--- config.mk ---
export PLATFORM = sky130hd
export DESIGN_NAME = phase_sequencer
export DESIGN_NICKNAME = d
export VERILOG_FILES = /design/src/rtl/phase_sequencer.sv
export SDC_FILE = /design/constraint.sdc
export NUM_CORES = 1
export LEC_CHECK = 0
export ABC_CLOCK_PERIOD_IN_PS = 13900
export BUFFER_PORTS_ARGS = -buffer_cell sky130_fd_sc_hd__buf_2
export CORE_MARGIN = 1
export CORE_UTILIZATION = 36
export CTS_BUF_LIST = sky130_fd_sc_hd__clkbuf_4
export DETAILED_ROUTE_END_ITERATION = 12
export GPL_ROUTABILITY_DRIVEN = 0
export PLACE_DENSITY = 0.59
export SETUP_SLACK_MARGIN = 0.02
export SYNTH_ARGS = -nofsm -noshare
export SYNTH_HDL_FRONTEND = slang
export SYNTH_SLANG_ARGS = --single-unit
export TNS_END_PERCENT = 30
--- constraint.sdc ---
create_clock -name CLK_n -period 13.9 [get_ports CLK_n]
set_input_delay 0.695 -clock CLK_n [delete_from_list [all_inputs] [get_ports CLK_n]]
set_output_delay 0.695 -clock CLK_n [all_outputs]
set_load 0.02 [all_outputs]
--- src/rtl/phase_sequencer.sv ---
// Master phase sequencer: 16-state Johnson phase bus, derived CPU/CRTC clocks,
// and an HSYNC-retimed screen mode with a delayed MODE_SYNC strobe.
module phase_sequencer #(
  parameter int unsigned READY_FIRST = 12,
  parameter int unsigned READY_LAST  = 15
) (
  input  logic       CLK_n,
  input  logic       RESET,
  input  logic       MODE_WR,
  input  logic [1:0] MODE_IN,
  input  logic       HSYNC,
  output logic [7:0] S,
  output logic [3:0] PHASE,
  output logic       PHI_n,
  output logic       READY,
  output logic       CCLK,
  output logic [1:0] MODE,
  output logic       MODE_SYNC
);

  logic [7:0] s_q, s_d;
  logic       phi_n_q, phi_n_d;
  logic       ready_q, ready_d;
  logic       cclk_q, cclk_d;
  logic [1:0] pending_q, pending_d;
  logic [1:0] mode_q, mode_d;
  logic       hsync_q, hsync_d;
  logic       edge_seen_q, edge_seen_d;
  logic       mode_sync_q, mode_sync_d;

  logic [3:0] phase_cur;
  logic [3:0] phase_nxt;
  logic       legal;
  logic       hsync_rise;

  function automatic logic [3:0] phase_of(input logic [7:0] code);
    logic [3:0] ones;
    ones = '0;
    for (int i = 0; i < 8; i++) begin
      ones = ones + {3'b000, code[i]};
    end
    if (code[7]) phase_of = 4'd8 + (4'd8 - ones);
    else         phase_of = ones;
  endfunction

  // Canonical Johnson code for a phase index; any other S value is illegal.
  function automatic logic [7:0] code_of(input logic [3:0] k);
    if (k[3]) code_of = 8'hFF << k[2:0];
    else      code_of = 8'hFF >> (4'd8 - k);
  endfunction

  always_comb begin
    phase_cur = phase_of(s_q);
    legal     = (s_q == code_of(phase_cur));
    s_d       = 8'h00;
    phase_nxt = 4'd0;
    if (legal) begin
      s_d       = {s_q[6:0], ~s_q[7]};
      phase_nxt = phase_cur + 4'd1;
    end
    phi_n_d = ~phase_nxt[1];
    ready_d = ({28'd0, phase_nxt} >= READY_FIRST) && ({28'd0, phase_nxt} <= READY_LAST);
    cclk_d  = s_d[7];
  end

  // Mode uses the pending value from before any write in the same cycle.
  always_comb begin
    hsync_rise  = HSYNC & ~hsync_q;
    hsync_d     = HSYNC;
    pending_d   = MODE_WR ? MODE_IN : pending_q;
    mode_d      = hsync_rise ? pending_q : mode_q;
    edge_seen_d = hsync_rise;
    mode_sync_d = edge_seen_q;
  end

  always_ff @(posedge CLK_n) begin
    if (RESET) begin
      s_q         <= 8'h00;
      phi_n_q     <= 1'b1;
      ready_q     <= 1'b0;
      cclk_q      <= 1'b0;
      pending_q   <= 2'b00;
      mode_q      <= 2'b00;
      hsync_q     <= 1'b0;
      edge_seen_q <= 1'b0;
      mode_sync_q <= 1'b0;
    end else begin
      s_q         <= s_d;
      phi_n_q     <= phi_n_d;
      ready_q     <= ready_d;
      cclk_q      <= cclk_d;
      pending_q   <= pending_d;
      mode_q      <= mode_d;
      hsync_q     <= hsync_d;
      edge_seen_q <= edge_seen_d;
      mode_sync_q <= mode_sync_d;
    end
  end

  assign S         = s_q;
  assign PHASE     = phase_cur;
  assign PHI_n     = phi_n_q;
  assign READY     = ready_q;
  assign CCLK      = cclk_q;
  assign MODE      = mode_q;
  assign MODE_SYNC = mode_sync_q;

endmodule
==> results of run 1 <==
==> layout make-up <==
| cell class | instances | area [um2] |
|---|---|---|
| inverter | 19 | 71.32 |
| timing repair buffer | 23 | 115.1 |
| sequential | 17 | 340.3 |
| multi-input combinational | 111 | 948.4 |
| clock buffer | 3 | 22.52 |
| tap | 48 | 60.06 |
| clock inverter | 1 | 5.005 |
| fill | 365 | 2098 |
==> Yosys cell counts (all sizes together), types with 2 or more instances <==
master	number	share of area
inv	19	0.052
dfxtp	17	0.25
nor3	14	0.063
ha	11	0.10
nor2	9	0.024
a21oi	8	0.032
nor2b	8	0.036
nand2	7	0.019
mux2i	5	0.036
o21ai	5	0.018
fa	4	0.058
xnor2	4	0.036
buf	3	0.014
mux2	3	0.024
nand2b	3	0.014
nand3b	3	0.016
xor2	3	0.019
a2111oi	2	0.040
nand3	2	0.016
nor3b	2	0.011
nor4	2	0.0091
==> layer usage <==
layer,share of wire,routed length (um),GRT usage,up-vias
li1,-,-,-,573
met4,0.011,35,0.05966,0
met1,0.43,1403,0.1978,569
met5,0,0,0,-
met2,0.51,1665,0.3032,35
met3,0.042,137,0.02857,4
==> registers in the layout, summed over array words and instances (netlist names) <==
signal,cells
MODE,2
MODE_SYNC,1
PHI_n,1
READY,1
S,8
edge_seen_q,1
hsync_q,1
pending_q,2
==> layout by cell type (no fill, tap or decap), drive strengths merged, types with 2 or more instances in the layout <==
cell type  instances
nand2              7
xor2               3
buf               23
ha                11
dfxtp             17
mux2               3
xnor2              4
a2111oi            2
o21ai              5
nor2               9
fa                 4
nor3              14
nand3b             3
nor4               2
nor3b              2
a21oi              8
nand2b             3
mux2i              5
clkbuf             3
nand3              2
inv               19
nor2b              8
==> report_power, final <==
group          internal, uW  switching, uW  total [uW]  leakage, uW
combinational          28.9           44.9        73.7     0.000494
clock                  10.7           14.5        25.2    0.0000177
sequential             51.3           1.32        52.6     0.000138
==> per-stage QoR <==
stage | instances | total power (uW) | util | hold WS [ns]
6_report | 222 | 151.5 | 0.4269 | 0.4395
3_5_place_dp | 218 | 127.0 | 0.4193 | 0.4279
2_1_floorplan | 150 | 110.8 | - | 0.3962
3_3_place_gp | 218 | 126.3 | 0.4193 | 0.4115
4_1_cts | 222 | 153.3 | 0.4269 | 0.4420
5_1_grt | 222 | 163.8 | 0.4269 | 0.4590
==> path summary, 6_finish.rpt <==
kind	slack (ns)	cells past startpoint	to
min reg2reg	0.44	1	edge_seen_q
min	0.44	1	edge_seen_q
max	8.19	21	S[3]
max reg2reg	8.19	21	S[3]
==> logic make-up (layout without fill, tap and decap cells) <==
kind of cell / count (synthesis) / in the layout / share of synthesized area
XOR/XNOR: 7 / 7 / 0.05531
adder cells (fa/ha/maj): 15 / 15 / 0.1578
AND/OR/NAND/NOR: 55 / 55 / 0.2385
buffers and inverters: 22 / 46 / 0.06617
AO/OA/AOI/OAI: 25 / 25 / 0.1587
flip-flops: 17 / 17 / 0.2466
multiplexers: 9 / 9 / 0.07706
==> out/metrics.yaml, run 1 <==
status:
  outcome: "complete, no violations"
pwr:
  cellLeakagePower_uw: 0.0006505
  peakVddDrop_mv: 0.06121
  p_per_area_nw_per_um2: 96.95
synth:
  syn_inst: 150
  synth_cell_types: 44
  synth-edff-count: 0
  synthesis.nets: 171
  syn-cell-area_um2: 1380
  ys_ff_latch: 17
  ys_seq_area_frac: 0.2466
  yosysWarnings: 0
  ys_async_sr_fraction: 0
  synthFlopType: "dfxtp_1"
  syn_avg_cell_area_um2: 9.200
worst_setup_path:
  cp_num_buf_inv: 4
  crit_required_ns: 14.05
  critPathMaxFanout: 9
  worst_r2r_startpoint: "S[1]"
  crit_arrival_ns: 5.87
  criticalPathCategory: "flip-flop to flip-flop"
  cp_cell_sequence: "inv_1 -> fa_1 -> fa_1 -> fa_1 -> inv_1 -> ha_1 -> inv_1 -> fa_1 -> ha_1 -> nand2b_1 -> nand2_1 -> ha_1 -> inv_1 -> ha_1 -> nor2b_1 -> a32oi_1 -> and4b_1 -> mux2_2 -> mux4_2 -> nand3_4 -> nor3b_1"
  max_stage_delay_ns: 0.55
  crit_family: "adder cells"
  crit_path_start_kind: "flip-flop"
  cp-startpoint: "S[1]"
  slowest_stage: "fa_1"
  cp-end-kind: "flip-flop"
layout:
  syn2layout_area_growth_pct: 13.24
  finalInstanceArea_um2: 1563
  nNetsFinal: 196
  insertedDiodeCount: 0
  final_layout_size_suffix_gt1_frac: 0.2529
clocking:
  cts_sinks: 17
  clkTransAtPathRegs_ns: 0.09
  cts_tree: "done"
  clk_latency_ns: 0.28
  clock_tree.root_cell: "clkbuf_4"
  cts_repair_resize_count: 0
  cts.path.max_buffers: 2
  cts_hold_buf: 0
  ctsHtreeMaxLevel: 1
  cts-buffers-inserted: 3
  post_cts_buffers: 0
timing:
  max_slew.worst_pin.slew_ns: 0.8953
  rsz0062_at_grt: "false"
  setup_viol: 0
  period_minus_slack_ns: 5.714
  hold_viol: 0
  setup_ws_ns: 8.186
  slew_headroom: 0.4031
  skew_ns: 0.004446
  max_freq_ghz: 0.1750
  tns_ns: 0
  timing.final.crit_share: 0.4111
  maxSlewViolCount: 0
placement:
  post-place-ws_ns: 8.238
  placed_cell_area_um2: 1535
  io_buffers: 23
  place_hpwl_um: 2626
global_route:
  track_usage: 0.1682
  grt_pass1_vias: 1204
  antenna_found_initial: 0
  grt_overflow: 0
  grt_pass1_wl_um: 5368
  grt_max_degree: 18
hold_path:
  worstHoldStart: "hsync_q"
  hold_path_class: "flip-flop to flip-flop"
detailed_routing:
  antenna_left: 0
  drc: 0
  finalWirelength_um: 3241
  drt_first_pass_iters: 4
  vias: 1181
  wire_per_inst_um: 14.60
  viasPerCell: 5.320
  drtIter0Drc: 41
floorplan:
  chipWidth_um: 63.92
  boundaryPins: 24
  die-area_um2: 4085
  start_util: 0.3770
  core_area_um2: 3661
  die_h_um: 63.92
  rows: 22
job:
  cap_violations: 0
(Power assumes the default switching activity.)
==> run 2: changes to the inputs <==
- ABC_AREA: default -> 1
- ABC_CLOCK_PERIOD_IN_PS: 13900 -> 5800
- PLACE_DENSITY: 0.59 -> 0.6
- clock period: 13.9 -> 5.8 ns (I/O delays scaled with it)
==> run 2 against run 1 <==
Wire length is 18% lower. Core utilization is 0.43 points higher. Fmax is 21% higher. Worst hold slack worse by 0.25 ns. Synthesized area is 8.3% lower. Synthesized cell count is 27% higher. Non-clock buffer count stayed put. Sequential power is 140% higher. First-iteration DRC count is 51% lower.
==> out/metrics.yaml, run 2 <==
clocking:
  clk_latency_ns: 0.29
  ctsHtreeMaxLevel: 1
  cts_hold_buf: 0
  cts_repair_resize_count: 0
  clkTransAtPathRegs_ns: 0.09
  post_cts_buffers: 0
  cts_sinks: 17
  cts_tree: "done"
  cts-buffers-inserted: 3
  cts.path.max_buffers: 2
  clock_tree.root_cell: "clkbuf_4"
detailed_routing:
  viasPerCell: 4.421
  wl_met1_um: 1353
  top_layer_used: "met3"
  vias: 1154
  wl_met3_um: 90
  wire_per_inst_um: 10.20
  antenna_left: 0
  finalWirelength_um: 2661
  wl_met2_um: 1217
  drt_first_pass_iters: 4
  drtIter0Drc: 20
  drc: 0
worst_setup_path:
  critPathMaxFanout: 9
  ff2ff_path_depth: 23
  cp-end-kind: "flip-flop"
  crit_path_start_kind: "flip-flop"
  crit_arrival_ns: 4.91
  criticalPathCategory: "flip-flop to flip-flop"
  crit_required_ns: 5.97
layout:
  insertedDiodeCount: 0
  fillCellCount: 372
  finalInstanceArea_um2: 1450
  final_common_cell: "nand2_1"
  final_layout_size_suffix_gt1_frac: 0.1953
  syn2layout_area_growth_pct: 14.53
  final_cell_mix: "nand2_1 (50), inv_1 (36), nor2_1 (26)"
  largest_reg_flops: 8
  nNetsFinal: 237
  final_util: 0.4312
hold_path:
  hold_path_class: "primary input to flip-flop"
  hold_depth: 2
timing:
  timing.final.crit_share: 0.8170
  hold_viol: 0
  rsz0062_at_grt: "false"
  max_slew.worst_pin.slew_ns: 0.3307
  skew_ns: 0.004072
  setup_viol: 0
  max_freq_ghz: 0.2110
  tns_ns: 0
  maxSlewViolCount: 0
  slew_headroom: 0.7793
  period_minus_slack_ns: 4.738
status:
  outcome: "complete, no violations"
placement:
  placed_cell_area_um2: 1420
  place_hpwl_um: 2182
  io_buffers: 23
synth:
  synth_cell_types: 22
  synthesis.nets: 211
  ys_ff_latch: 17
  synth_area_leaders: "dfxtp_1 (27%), nand2_1 (15%), ha_1 (11%)"
  synth_most_common_cell: "nand2_1"
  syn_inst: 190
  synth-edff-count: 0
  ys_seq_area_frac: 0.2688
  yosys-top-cells-count: "nand2_1 (50), inv_1 (36), nor2_1 (26), dfxtp_1 (17), nand3_1 (15)"
  synth_area_leader_cell: "dfxtp_1"
  syn_avg_cell_area_um2: 6.664
  synthFlopType: "dfxtp_1"
  syn-cell-area_um2: 1266
  synth_top_area_frac: 0.2688
  ys_async_sr_fraction: 0
  yosysWarnings: 0
global_route:
  grt_overflow: 0
  track_usage: 0.1582
  grt_pass1_wl_um: 4395
  grt_pass1_vias: 981
  antenna_found_initial: 0
  grt_max_degree: 15
floorplan:
  boundaryPins: 24
  die_h_um: 61.31
  core_area_um2: 3363
  start_util: 0.3765
  die-area_um2: 3758
  rows: 21
  chipWidth_um: 61.31
job:
  cap_violations: 0
pwr:
  peakVddDrop_mv: 0.1141
  internal_power_uw: 229.4
  seq_power_share: 0.313
  cellLeakagePower_uw: 0.0008231
  clock_power_share: 0.162
  finalPower_uw: 406.7
  sw_frac_of_total: 0.4358
  switchingPower_uw: 177.3
  p_per_area_nw_per_um2: 280.5
  combinationalPowerShare: 0.526
==> run 2: changes by cell type in the layout (fill, tap and decap cells not counted), moves of 8 or more <==
cell,before,now
inv_1,18,36
nand2_1,7,50
nand3_1,1,15
nor2_1,9,26
nor2b_1,8,0
nor3_1,12,1
==> run 2: through the flow <==
stage | hold slack (ns) | instances | setup WS (ns)
after floorplan | 0.3612 | 190 | 1.180
after global placement | 0.3911 | 257 | 1.076
after detailed placement | 0.4007 | 257 | 1.080
after CTS | 0.1796 | 261 | 1.046
after global routing | 0.1831 | 261 | 0.7352
final | 0.1922 | 261 | 1.062
==> run 2: cell type report <==
| class | instances | area [um2] | share of cell area |
|---|---|---|---|
| timing repair buffer | 23 | 115.1 | 0.07938 |
| clock buffer | 4 | 30.03 | 0.02071 |
| tap | 46 | 57.56 | 0.03969 |
| sequential | 17 | 340.3 | 0.2347 |
| multi-input combinational | 133 | 764.5 | 0.5272 |
| inverter | 38 | 142.6 | 0.09836 |
==> run 2: worst paths after layout <==
| path | from | endpoint | slack [ns] |
|---|---|---|---|
| min reg2reg | edge_seen_q | MODE_SYNC | 0.42 |
| min | RESET | MODE_SYNC | 0.19 |
| max reg2reg | S[0] | S[0] | 1.06 |
| max | S[0] | S[0] | 1.06 |
==> run 2: critical path, cell delays in order, from the launching register on <==
cell and delay, ns:
dfxtp_1 0.34, inv_1 0.10, fa_1 0.57, fa_1 0.43, fa_1 0.49, inv_1 0.04, ha_1 0.18, inv_1 0.07
fa_1 0.45, ha_1 0.33, o21ai_4 0.26, ha_1 0.21, inv_1 0.05, ha_1 0.30, nand2_1 0.10, nand3_1 0.08
o21ai_0 0.15, nand2_1 0.06, nand2_1 0.06, inv_1 0.04, nand2_1 0.06, nor2_2 0.05, nand2_2 0.15, nor2_1 0.06
==> run 2: power by group through the flow <==
| stage | logic (uW) | registers, uW | clock network, uW |
|---|---|---|---|
| 3_5_place_dp | 214 | 130 | 0 |
| 3_3_place_gp | 213 | 130 | 0 |
| 4_1_cts | 215 | 127 | 68.5 |
| 5_1_grt | 247 | 128 | 74.1 |
| 2_1_floorplan | 164 | 137 | 0 |
| 6_report | 214 | 127 | 65.7 |
==> run 2: per-layer routing <==
metal  GRT usage  up-vias
met5           0        -
met4     0.01948        0
met3     0.03992        0
met2      0.2391       16
met1      0.2329      516
li1            -      622
==> run 2: cells by family (layout without fill, tap and decap cells) <==
logic type               Yosys count  count (layout)  synth area share
AND/OR/NAND/NOR                  105             105            0.3666
buffers and inverters             40              65            0.1275
flip-flops                        17              17            0.2688
adder cells (fa/ha/maj)           15              15            0.1719
AO/OA/AOI/OAI                     12              12           0.05830
XOR/XNOR                           1               1          0.006918
